[src/rtl/cpu_pkg.sv]
// cpu_pkg: shared widths, halt encoding, fetch states and word typedefs
// used by instruction_fetch, decode and the instruction ROM.
package cpu_pkg;

    localparam int ADDR_W  = 8;
    localparam int INSTR_W = 9;

    typedef logic [ADDR_W-1:0]  addr_t;
    typedef logic [INSTR_W-1:0] instr_t;

    localparam addr_t  RESET_PC   = '0;
    localparam instr_t HALT_INSTR = 9'b1111_1_1111;

    typedef logic [1:0] fetch_state_t;

    localparam fetch_state_t FETCH_IDLE   = 2'd0;
    localparam fetch_state_t FETCH_RUN    = 2'd1;
    localparam fetch_state_t FETCH_HALTED = 2'd2;

endpackage

[src/rtl/program_counter.sv]
// program_counter: fetch PC register with branch load, wrapping increment and hold.
//   clk, reset : clock, asynchronous active-high reset (pc <= RESET_PC)
//   load       : take target this edge (wins over advance)
//   target     : redirect address
//   advance    : step to pc + 1, wrapping at 2^ADDR_W
//   pc         : current program counter
module program_counter #(
    parameter int                ADDR_W   = 8,
    parameter logic [ADDR_W-1:0] RESET_PC = '0
) (
    input  logic              clk,
    input  logic              reset,
    input  logic              load,
    input  logic [ADDR_W-1:0] target,
    input  logic              advance,
    output logic [ADDR_W-1:0] pc
);

    always_ff @(posedge clk or posedge reset) begin
        if (reset)
            pc <= RESET_PC;
        else if (load)
            pc <= target;
        else if (advance)
            pc <= pc + ADDR_W'(1);
    end

endmodule

[src/rtl/instruction_fetch.sv]
// instruction_fetch: fetch stage between the instruction ROM and decode.
//   clk, reset      : clock, asynchronous active-high reset
//   start           : pulse, IDLE/HALTED -> RUN
//   rom_address     : combinational PC to the zero-wait ROM
//   rom_instruction : ROM word for rom_address
//   instr_out/instr_pc/instr_valid, instr_ready : one-entry output slot to decode
//   branch_en, branch_target : one-cycle redirect, flushes the slot
//   running, halted : state flags
module instruction_fetch #(
    parameter int                 ADDR_W     = cpu_pkg::ADDR_W,
    parameter int                 INSTR_W    = cpu_pkg::INSTR_W,
    parameter logic [ADDR_W-1:0]  RESET_PC   = cpu_pkg::RESET_PC,
    parameter logic [INSTR_W-1:0] HALT_INSTR = cpu_pkg::HALT_INSTR
) (
    input  logic               clk,
    input  logic               reset,
    input  logic               start,
    output logic [ADDR_W-1:0]  rom_address,
    input  logic [INSTR_W-1:0] rom_instruction,
    output logic [INSTR_W-1:0] instr_out,
    output logic [ADDR_W-1:0]  instr_pc,
    output logic               instr_valid,
    input  logic               instr_ready,
    input  logic               branch_en,
    input  logic [ADDR_W-1:0]  branch_target,
    output logic               running,
    output logic               halted
);

    import cpu_pkg::*;

    fetch_state_t      state;
    logic [ADDR_W-1:0] pc;
    logic              fetch;
    logic              halt_hit;

    // A branch cycle never captures, so the redirect target is what the ROM
    // sees on the following edge (one bubble).
    assign fetch       = (state == FETCH_RUN) && (!instr_valid || instr_ready) && !branch_en;
    assign halt_hit    = fetch && (rom_instruction == HALT_INSTR);
    assign rom_address = pc;
    assign running     = (state == FETCH_RUN);
    assign halted      = (state == FETCH_HALTED);

    program_counter #(
        .ADDR_W   (ADDR_W),
        .RESET_PC (RESET_PC)
    ) u_pc (
        .clk     (clk),
        .reset   (reset),
        .load    (branch_en),
        .target  (branch_target),
        .advance (fetch),
        .pc      (pc)
    );

    // Branches leave the state alone, so start and branch in the same cycle
    // both take effect. halt_hit implies RUN, so it never races start.
    always_ff @(posedge clk or posedge reset) begin
        if (reset)
            state <= FETCH_IDLE;
        else if (halt_hit)
            state <= FETCH_HALTED;
        else if (start && state != FETCH_RUN)
            state <= FETCH_RUN;
    end

    always_ff @(posedge clk or posedge reset) begin
        if (reset) begin
            instr_valid <= 1'b0;
            instr_out   <= '0;
            instr_pc    <= '0;
        end else if (branch_en) begin
            instr_valid <= 1'b0;
        end else if (fetch) begin
            instr_valid <= 1'b1;
            instr_out   <= rom_instruction;
            instr_pc    <= pc;
        end else if (instr_ready) begin
            instr_valid <= 1'b0;
        end
    end

endmodule

[config.mk]
export PLATFORM = sky130hd
export DESIGN_NAME = instruction_fetch
export DESIGN_NICKNAME = d
export VERILOG_FILES = /design/src/rtl/cpu_pkg.sv /design/src/rtl/program_counter.sv /design/src/rtl/instruction_fetch.sv
export SDC_FILE = /design/constraint.sdc
export NUM_CORES = 1
export LEC_CHECK = 0
export CELL_PAD_IN_SITES_DETAIL_PLACEMENT = 2
export CELL_PAD_IN_SITES_GLOBAL_PLACEMENT = 2
export CORE_MARGIN = 2
export CORE_UTILIZATION = 30
export CTS_BUF_LIST = sky130_fd_sc_hd__clkbuf_2
export CTS_CLUSTER_DIAMETER = 30
export DETAILED_ROUTE_END_ITERATION = 10
export MAX_ROUTING_LAYER = met4
export PLACE_DENSITY = 0.87
export SYNTH_ARGS = -nofsm -noshare
export SYNTH_HDL_FRONTEND = slang
export SYNTH_SLANG_ARGS = --single-unit
[constraint.sdc]
create_clock -name clk -period 3.2 [get_ports clk]
set_clock_uncertainty 0.2 [all_clocks]
set_input_delay 0.32 -clock clk [delete_from_list [all_inputs] [get_ports clk]]
set_output_delay 0.32 -clock clk [all_outputs]
set_load 0.02 [all_outputs]
# After elaboration in Yosys (flattened, before gate mapping)
# Cells that the tools add are included.
[totals]
output_inout_bits = 28
memories = 0
word_cells = 29
input_bits = 22
ram_bits = 0
ff_bits = 28
latch_bits = 0
mem_bits_ro = 0
[op_classes]
muxes = 7
n_div = 0
n_reduce_logical = 11
addsub = 1
mul = 0
bitwise = 1
eq_ne = 4
magnitude_cmp = 0
shifts = 0
[ops]
columns = ["op", "n"]
rows = [
  ["8-bit two-way mux", 2],
  ["9-bit == test, second input constant", 1],
  ["8-bit by 1-bit adder with 8-bit output, second input constant", 1],
  ["1-bit logical AND", 4],
  ["2-bit two-way mux", 2],
  ["2-bit nonzero test", 2],
  ["1-bit two-way mux", 3],
  ["3-bit nonzero test", 1],
  ["2-bit by 1-bit == test with 1-bit output, second input constant", 1],
  ["2-bit == test, second input constant", 1],
  ["1-bit logical NOT", 2],
  ["2-bit by 1-bit inequality test with 1-bit output, second input constant", 1],
  ["2-bit AND reduction", 1],
  ["1-bit logical OR", 1],
  ["1-bit NOT", 1],
]

# Depth between registers and ports, before layout
# Gate-level depths: netlist (run 1).
[logic_depth]
depth_word = 6
mapped_depth = 6
mapped_depth_nobuf = 5

# Cells and area by module
# Synthesis (run 1) repeated with hierarchy kept, for this count alone.
[hier_totals]
hier_cells = 104
hier_area_um2 = 1265.0
[by_module_without_submodules]
columns = ["mod", "instances", "cells_each", "seq_area_each_um2", "area_each_um2"]
rows = [
  ["instruction_fetch", 1, 54, 500.5, 819.5],
  ["program_counter", 1, 50, 200.2, 445.4],
]

# Least setup slack after synthesis (run 1)
# No wires, ideal clock.
[synth_path]
path_type = "flip-flop to flip-flop"
start = "register instr_valid"
end = "register instr_out[0]"
setup_ns = 0.125
arrival_ns = 1.469
path_stages_with_launch = 5
path_buffers = 1
slack_ns = 1.406
period_less_slack_ns = 1.794
required_time_ns = 2.875
path_cell_list = "dfrtp_1 > nor2b_1 > nor3_4 > buf_8 > mux2_4"
[synth_via]
elab_chain_len = 5
[synth_lines]
columns = ["item", "line_no", "text"]
rows = [
  ["from (decl)", "instruction_fetch.sv:22", "output logic instr_valid,"],
  ["from (signal assigned)", "instruction_fetch.sv:70", "instr_valid <= 1'b0;"],
  ["from (signal assigned)", "instruction_fetch.sv:74", "instr_valid <= 1'b0;"],
  ["from (signal assigned)", "instruction_fetch.sv:76", "instr_valid <= 1'b1;"],
  ["1-bit logical NOT", "instruction_fetch.sv:39", "assign fetch = (state == FETCH_RUN) && (!instr_valid || instr_ready) && !branch_en;"],
  ["1-bit logical OR", "instruction_fetch.sv:39", ""],
  ["1-bit logical AND (2 in series)", "instruction_fetch.sv:39", ""],
  ["2-bit AND reduction (no line)", "n/a", ""],
  ["to (signal assigned)", "instruction_fetch.sv:77", "instr_out <= rom_instruction;"],
  ["to (decl)", "instruction_fetch.sv:20", "output logic [INSTR_W-1:0] instr_out,"],
]
# No other way between the ends.
# A chain may end at the register's enable or synchronous reset.

# Worst setup path in the final report (run 1)
[layout_path]
start = "register state[1]"
end = "output running"
[layout_via]
elab_chain_len = 1
[layout_lines]
columns = ["item", "line_no", "text"]
rows = [
  ["from (decl)", "instruction_fetch.sv:32", "fetch_state_t state;"],
  ["from (signal assigned)", "instruction_fetch.sv:61", "state <= FETCH_IDLE;"],
  ["from (signal assigned)", "instruction_fetch.sv:63", "state <= FETCH_HALTED;"],
  ["from (signal assigned)", "instruction_fetch.sv:65", "state <= FETCH_RUN;"],
  ["2-bit by 1-bit == test with 1-bit output", "instruction_fetch.sv:42", "assign running = (state == FETCH_RUN);"],
  ["to (decl)", "instruction_fetch.sv:26", "output logic running,"],
]
# No other way between the ends.

==> results.yml, run 1 <==
status:
  outcome: "complete, no violations"
critical_path:
  worst_r2r_path_depth: 4
  r2r-start: "state[1]"
  arrival_ns: 1.86
  cp.required_ns: 2.68
  cp-startpoint: "state[1]"
  crit_path_max_fanout: 7
  critPathLaunchType: "register"
  r2r_setup_slack_ns: 1.26
  r2r-end: "instr_out[4]"
  cp-end-kind: "output port"
  crit_type: "reg -> out"
drt:
  viasPerCell: 4.93
  first_iter_violations: 42
  via_count: 1011
  drc: 0
  routed_wl_um: 3620
  final_antenna_net_count: 0
  first_pass_iters: 3
  avgRoutedWirePerCell_um: 17.7
clock_network:
  clk_pin_slew_ns: 0.28
  insertion_delay_ns: 0.38
  cts_buffer_depth: 2
  cts_hold_buf: 0
  ctsResizeCount: 0
  cts_sinks: 28
  h-tree-depth: 1
  cts_tree: "yes"
  cts_root_buffer: "clkbuf_2"
  post_cts_buffers: 0
  cts_buffers: 3
yosys:
  syn-num-nets: 127
  syn-cell-area_um2: 1280
  synth_cells: 104
  ys.flop_type: "dfrtp_1"
  synthArstFlopShare_pct: 100
  ys_seq_elements: 28
  synth-edff-count: 0
  synth_cell_types: 27
  yosysWarnings: 0
  yosysSeqAreaShare_pct: 54.7
  syn_avg_cell_area_um2: 12.3
grt:
  grt_pass1_wl_um: 6040
  antenna_found_initial: 0
  grt.total_usage_pct: 16.2
  grt_max_degree: 29
  grt_pass1_vias: 1151
  overflow: 0
layout:
  post-route-util_pct: 45.2
  finalNonFillerCells: 205
  fin_nets: 179
  areaGrowthSynthToFinish_pct: 43.2
  n_antenna_cell: 0
  final.fill_count: 406
  final_layout_size_suffix_gt1_share_pct: 15.5
power:
  ir_worst_vdd_mv: 0.210
  power_uw: 896
  powerDensity_nw_per_um2: 489
  power.leakage_uw: 0.000759
sta:
  hold_viol_final: 0
  setup_ws_ns: 0.825
  post-route-min-period_ns: 2.38
  maxSlewViolCount: 0
  worstMarginPinSlew_ns: 1.08
  fmax_mhz: 421
  rsz0062_at_grt: "no"
  finalSetupTns_ns: 0
  setup_viol: 0
  slew_headroom_pct: 27.8
  period_share_pct: 74.2
placement:
  dpl_worst_slack_ns: 1.07
  io_buffers: 49
  dpl.hpwl_um: 2800
  gp_congestion: 0.830
  place_inst: 201
floorplanning:
  coreArea_um2: 4060
  design.die.area_um2: 4810
  die_w_um: 69.3
  die_h_um: 69.3
  initial_core_util_pct: 31.5
  row_count: 23
  ioPinCount: 50
run:
  maxCapViolCount: 0
min_path:
  holdCritPathClass: "in -> async"
-- layout make-up --
cell class	count	area [µm²]	share of cell area [%]
sequential	28	701	38.2
timing repair buffer	51	505	27.6
clock inverter	1	3.75	0.205
clock buffer	3	15.0	0.819
inverter	3	12.5	0.683
tap	50	62.6	3.41
multi-input combinational	69	533	29.1
-- cell families (layout without fill, tap and decap cells) --
family	after synthesis	count (layout)	synth area share, %
AOI/OAI and AO/OA	12	12	5.08
xor gates and xnor gates	5	5	3.42
adders and majority gates	1	1	0.977
buffers and inverters	7	58	3.62
DFF	28	28	54.7
muxes	18	18	18.4
and+or+nand+nor	33	33	13.8
-- worst max-delay path: stages, from the launching register on --
cell             delay, ns
dfrtp_1               0.44
nand2b_1              0.31
clkinv_2              0.13
clkdlybuf4s50_1       0.61
-- state kept, by name (all words and copies together), names as in the netlist --
| name | flops |
|---|---|
| instr_pc | 8 |
| instr_out | 9 |
| u_pc.pc | 8 |
| state | 2 |
| instr_valid | 1 |
-- synthesized netlist by cell type, types with 2 or more instances --
cell	number	area share, %
dfrtp_1	28	55
nand4_1	2	0.98
mux2_4	9	11
nor3_1	4	1.6
clkbuf_1	2	0.59
o21ai_0	9	3.5
nor2b_1	2	0.98
nor2_1	2	0.59
xnor2_1	3	2.1
nand2_1	11	3.2
mux2_2	8	7.0
inv_1	2	0.59
xor2_1	2	1.4
nand2b_1	3	1.5
nand3_1	5	2.0
-- worst max path at each step --
stage / slack [ns] / endpoint
6_report: 0.82 / running
5_1_grt: 0.67 / running
4_1_cts: 0.78 / running
3_5_place_dp: 1.07 / instr_pc[0]
3_3_place_gp: 1.14 / instr_out[3]
2_1_floorplan: 1.41 / instr_out[0]
-- report_power, final --
group / leakage [µW] / internal, µW / switching (µW) / total [µW]
combinational: 0.000411 / 169 / 138 / 307
sequential: 0.000334 / 404 / 47.6 / 452
clock: 0.0000140 / 27.1 / 110 / 137
-- stage by stage --
stage               hold slack (ns)  instance area, µm²
finish                        0.267                1830
global route                  0.265                1830
CTS                           0.262                1830
detailed placement            0.300                1810
global placement              0.298                1810
floorplan                     0.185                1280
-- cell usage in the layout, fill, tap and decap left out, types with 3 or more instances in the layout --
master,instances
dfrtp_1,28
xnor2_1,3
nand3_1,5
mux2_2,8
clkdlybuf4s50_1,49
clkbuf_2,3
nand2_1,11
nand2b_1,3
o21ai_0,9
nor3_1,4
mux2_4,9
-- routing by layer --
metal  vias to the layer above  share of wire, %  wire length (µm)  track usage (%)
met2                        29                52              1900             27.1
li1                        462                 -                 -                -
met5                         -                 0                 0                -
met4                         0              0.94                34             4.58
met3                         4               3.6               130             2.33
met1                       516                43              1560             20.6
Note: power is estimated with default switching activity, not from simulation.
==> run 2: changes to the inputs <==
- CORE_UTILIZATION: 30 -> 25
- PLACE_DENSITY: 0.87 -> 0.77
- clock period: 3.2 -> 1.9 ns (I/O delays scaled with it)
==> run 2 against run 1 <==
Compared with the run above:
- global-route usage is 2.1 points lower
- sequential power grew 64%
- cell count rose by 16%
- combinational power rose by 80%
- design area rose by 8.6%
- setup slack worse by 0.76 ns
- register-to-register slack lost 1.1 ns
- power is 71% higher
- first-iteration DRC count shrank 26%
- sequential share of layout area fell by 2.7 points
- via count grew 2.1%
- critical path type unchanged
- critical endpoint is now instr_pc[2]
==> results.yml, run 2 (same netlist as run 1, synthesis figures left out) <==
floorplanning:
  ioPinCount: 50
  row_count: 26
  die_h_um: 75.6
  coreArea_um2: 5010
  design.die.area_um2: 5710
  initial_core_util_pct: 25.5
  die_w_um: 75.6
sta:
  fmax_mhz: 546
  period_share_pct: 96.4
  worstMarginPinSlew_ns: 0.446
  slew_headroom_pct: 70.2
  finalSetupTns_ns: 0
  setup_viol: 0
  post-route-min-period_ns: 1.83
  hold_viol_final: 0
  rsz0062_at_grt: "no"
  maxSlewViolCount: 0
grt:
  grt_pass1_wl_um: 5720
  overflow: 0
  grt_max_degree: 29
  grt_pass1_vias: 1081
  grt.total_usage_pct: 14.1
  antenna_found_initial: 0
placement:
  io_buffers: 49
  gp_congestion: 0.757
  dpl.hpwl_um: 2740
layout:
  largest_register_ffs: 9
  reg_top3: "instr_out (9), instr_pc (8), u_pc.pc (8)"
  fin_nets: 191
  areaGrowthSynthToFinish_pct: 55.5
  final_cell_mix: "clkdlybuf4s50_1 (39), dfrtp_1 (22), buf_4 (12)"
  largest_register: "instr_out"
  final_layout_size_suffix_gt1_share_pct: 25.7
  final_common_cell: "clkdlybuf4s50_1"
  n_antenna_cell: 0
critical_path:
  cp.required_ns: 1.51
  arrival_ns: 1.44
  crit_family: "buffers and inverters"
  r2r_setup_slack_ns: 0.14
  max_stage_delay_ns: 0.63
  cp-startpoint: "instr_pc[2]"
  crit_type: "reg -> out"
  cp-end-kind: "output port"
  crit_chain: "clkdlybuf4s50_1"
  critPathLaunchType: "register"
  r2r-end: "u_pc.pc[7]"
  crit_path_max_fanout: 2
  r2r-start: "u_pc.pc[0]"
  cp_slowest_cell: "clkdlybuf4s50_1"
  worst_r2r_path_depth: 5
  cp.buffers_inverters: 1
power:
  powerDensity_nw_per_um2: 769
  ir_worst_vdd_mv: 0.303
  power.leakage_uw: 0.000890
  power_uw: 1530
drt:
  avgRoutedWirePerCell_um: 15.1
  final_antenna_net_count: 0
  first_pass_iters: 4
  via_count: 1032
  routed_wl_um: 3580
  drc: 0
  first_iter_violations: 31
  viasPerCell: 4.35
clock_network:
  cts_sinks: 28
  h-tree-depth: 1
  cts_buffer_depth: 2
  cts_tree: "yes"
  cts_root_buffer: "clkbuf_2"
  cts_buffers: 3
  clk_pin_slew_ns: 0.28
  insertion_delay_ns: 0.39
status:
  outcome: "complete, no violations"
min_path:
  min_from: "branch_target[0]"
  hold_depth: 3
  holdCritPathClass: "in -> reg"
  min_to: "u_pc.pc[0]"
run:
  maxCapViolCount: 0
## run 2: changes by cell type in the layout (fill, tap and decap cells not counted), moves of 3 or more
cell,delta
buf_4,+10
clkdlybuf4s50_1,-10
dfrtp_1,-6
dfrtp_2,+6
dlygate4sd2_1,+3
dlymetal6s2s_1,+6
## run 2: what timing repair did
action / 4_1_cts / 5_1_grt
pin swaps: 0 / 0
hold endpoints to repair: 28 / 0
resized for setup: 13 / 7
setup buffers: 3 / 3
hold buffers: 1 / 0
setup endpoints to repair: 9 / 9
## run 2: worst register-to-register path, cell delays in order (launching register included)
cell and delay, ns:
dfrtp_2 0.44, buf_4 0.14, and4_1 0.20, nand4_1 0.14, or4_1 0.50, nand3_1 0.11
## run 2: power by group
group	switching, µW	leakage, µW	internal, µW
combinational	249	0.000549	305
sequential	59.0	0.000327	683
clock	190	0.0000140	45.6
total	498	0.000890	1030
## run 2: worst max-delay path by stage
stage,to,slack (ns),depth (start not counted)
floorplan,instr_out[0],0.11,4
global placement,instr_pc[7],0.08,5
detailed placement,instr_pc[6],0.03,5
CTS,rom_address[7],0.008,1
global route,rom_address[7],0.002,1
finish,instr_pc[2],0.07,1
## run 2: metrics by stage
stage               hold slack, ns  area (µm²)  setup WS (ns)  utilization, %  std cells
floorplan                   0.0554        1280          0.106               -        104
detailed placement           0.299        1890         0.0335            37.7        226
CTS                         0.0709        1950        0.00836            38.9        234
global placement             0.292        1890         0.0778            37.7        226
global route                0.0799        1990        0.00179            39.7        237
finish                       0.102        1990         0.0692            39.7        237
## run 2: routing by layer
metal	vias up	routed length [µm]	track usage [%]
li1	484	-	-
met5	-	0	-
met1	521	1600	17.9
met4	0	57	5.26
met3	4	123	1.98
met2	23	1800	22.9
## run 2: final cells by class
cell class	count	area, µm²
Clock buffer	3	15.0
Timing Repair Buffer	63	623
Clock inverter	1	3.75
Tap cell	70	87.6
Multi-Input combinational cell	69	541
Sequential cell	28	708
Inverter	3	12.5
Fill cell	556	3020
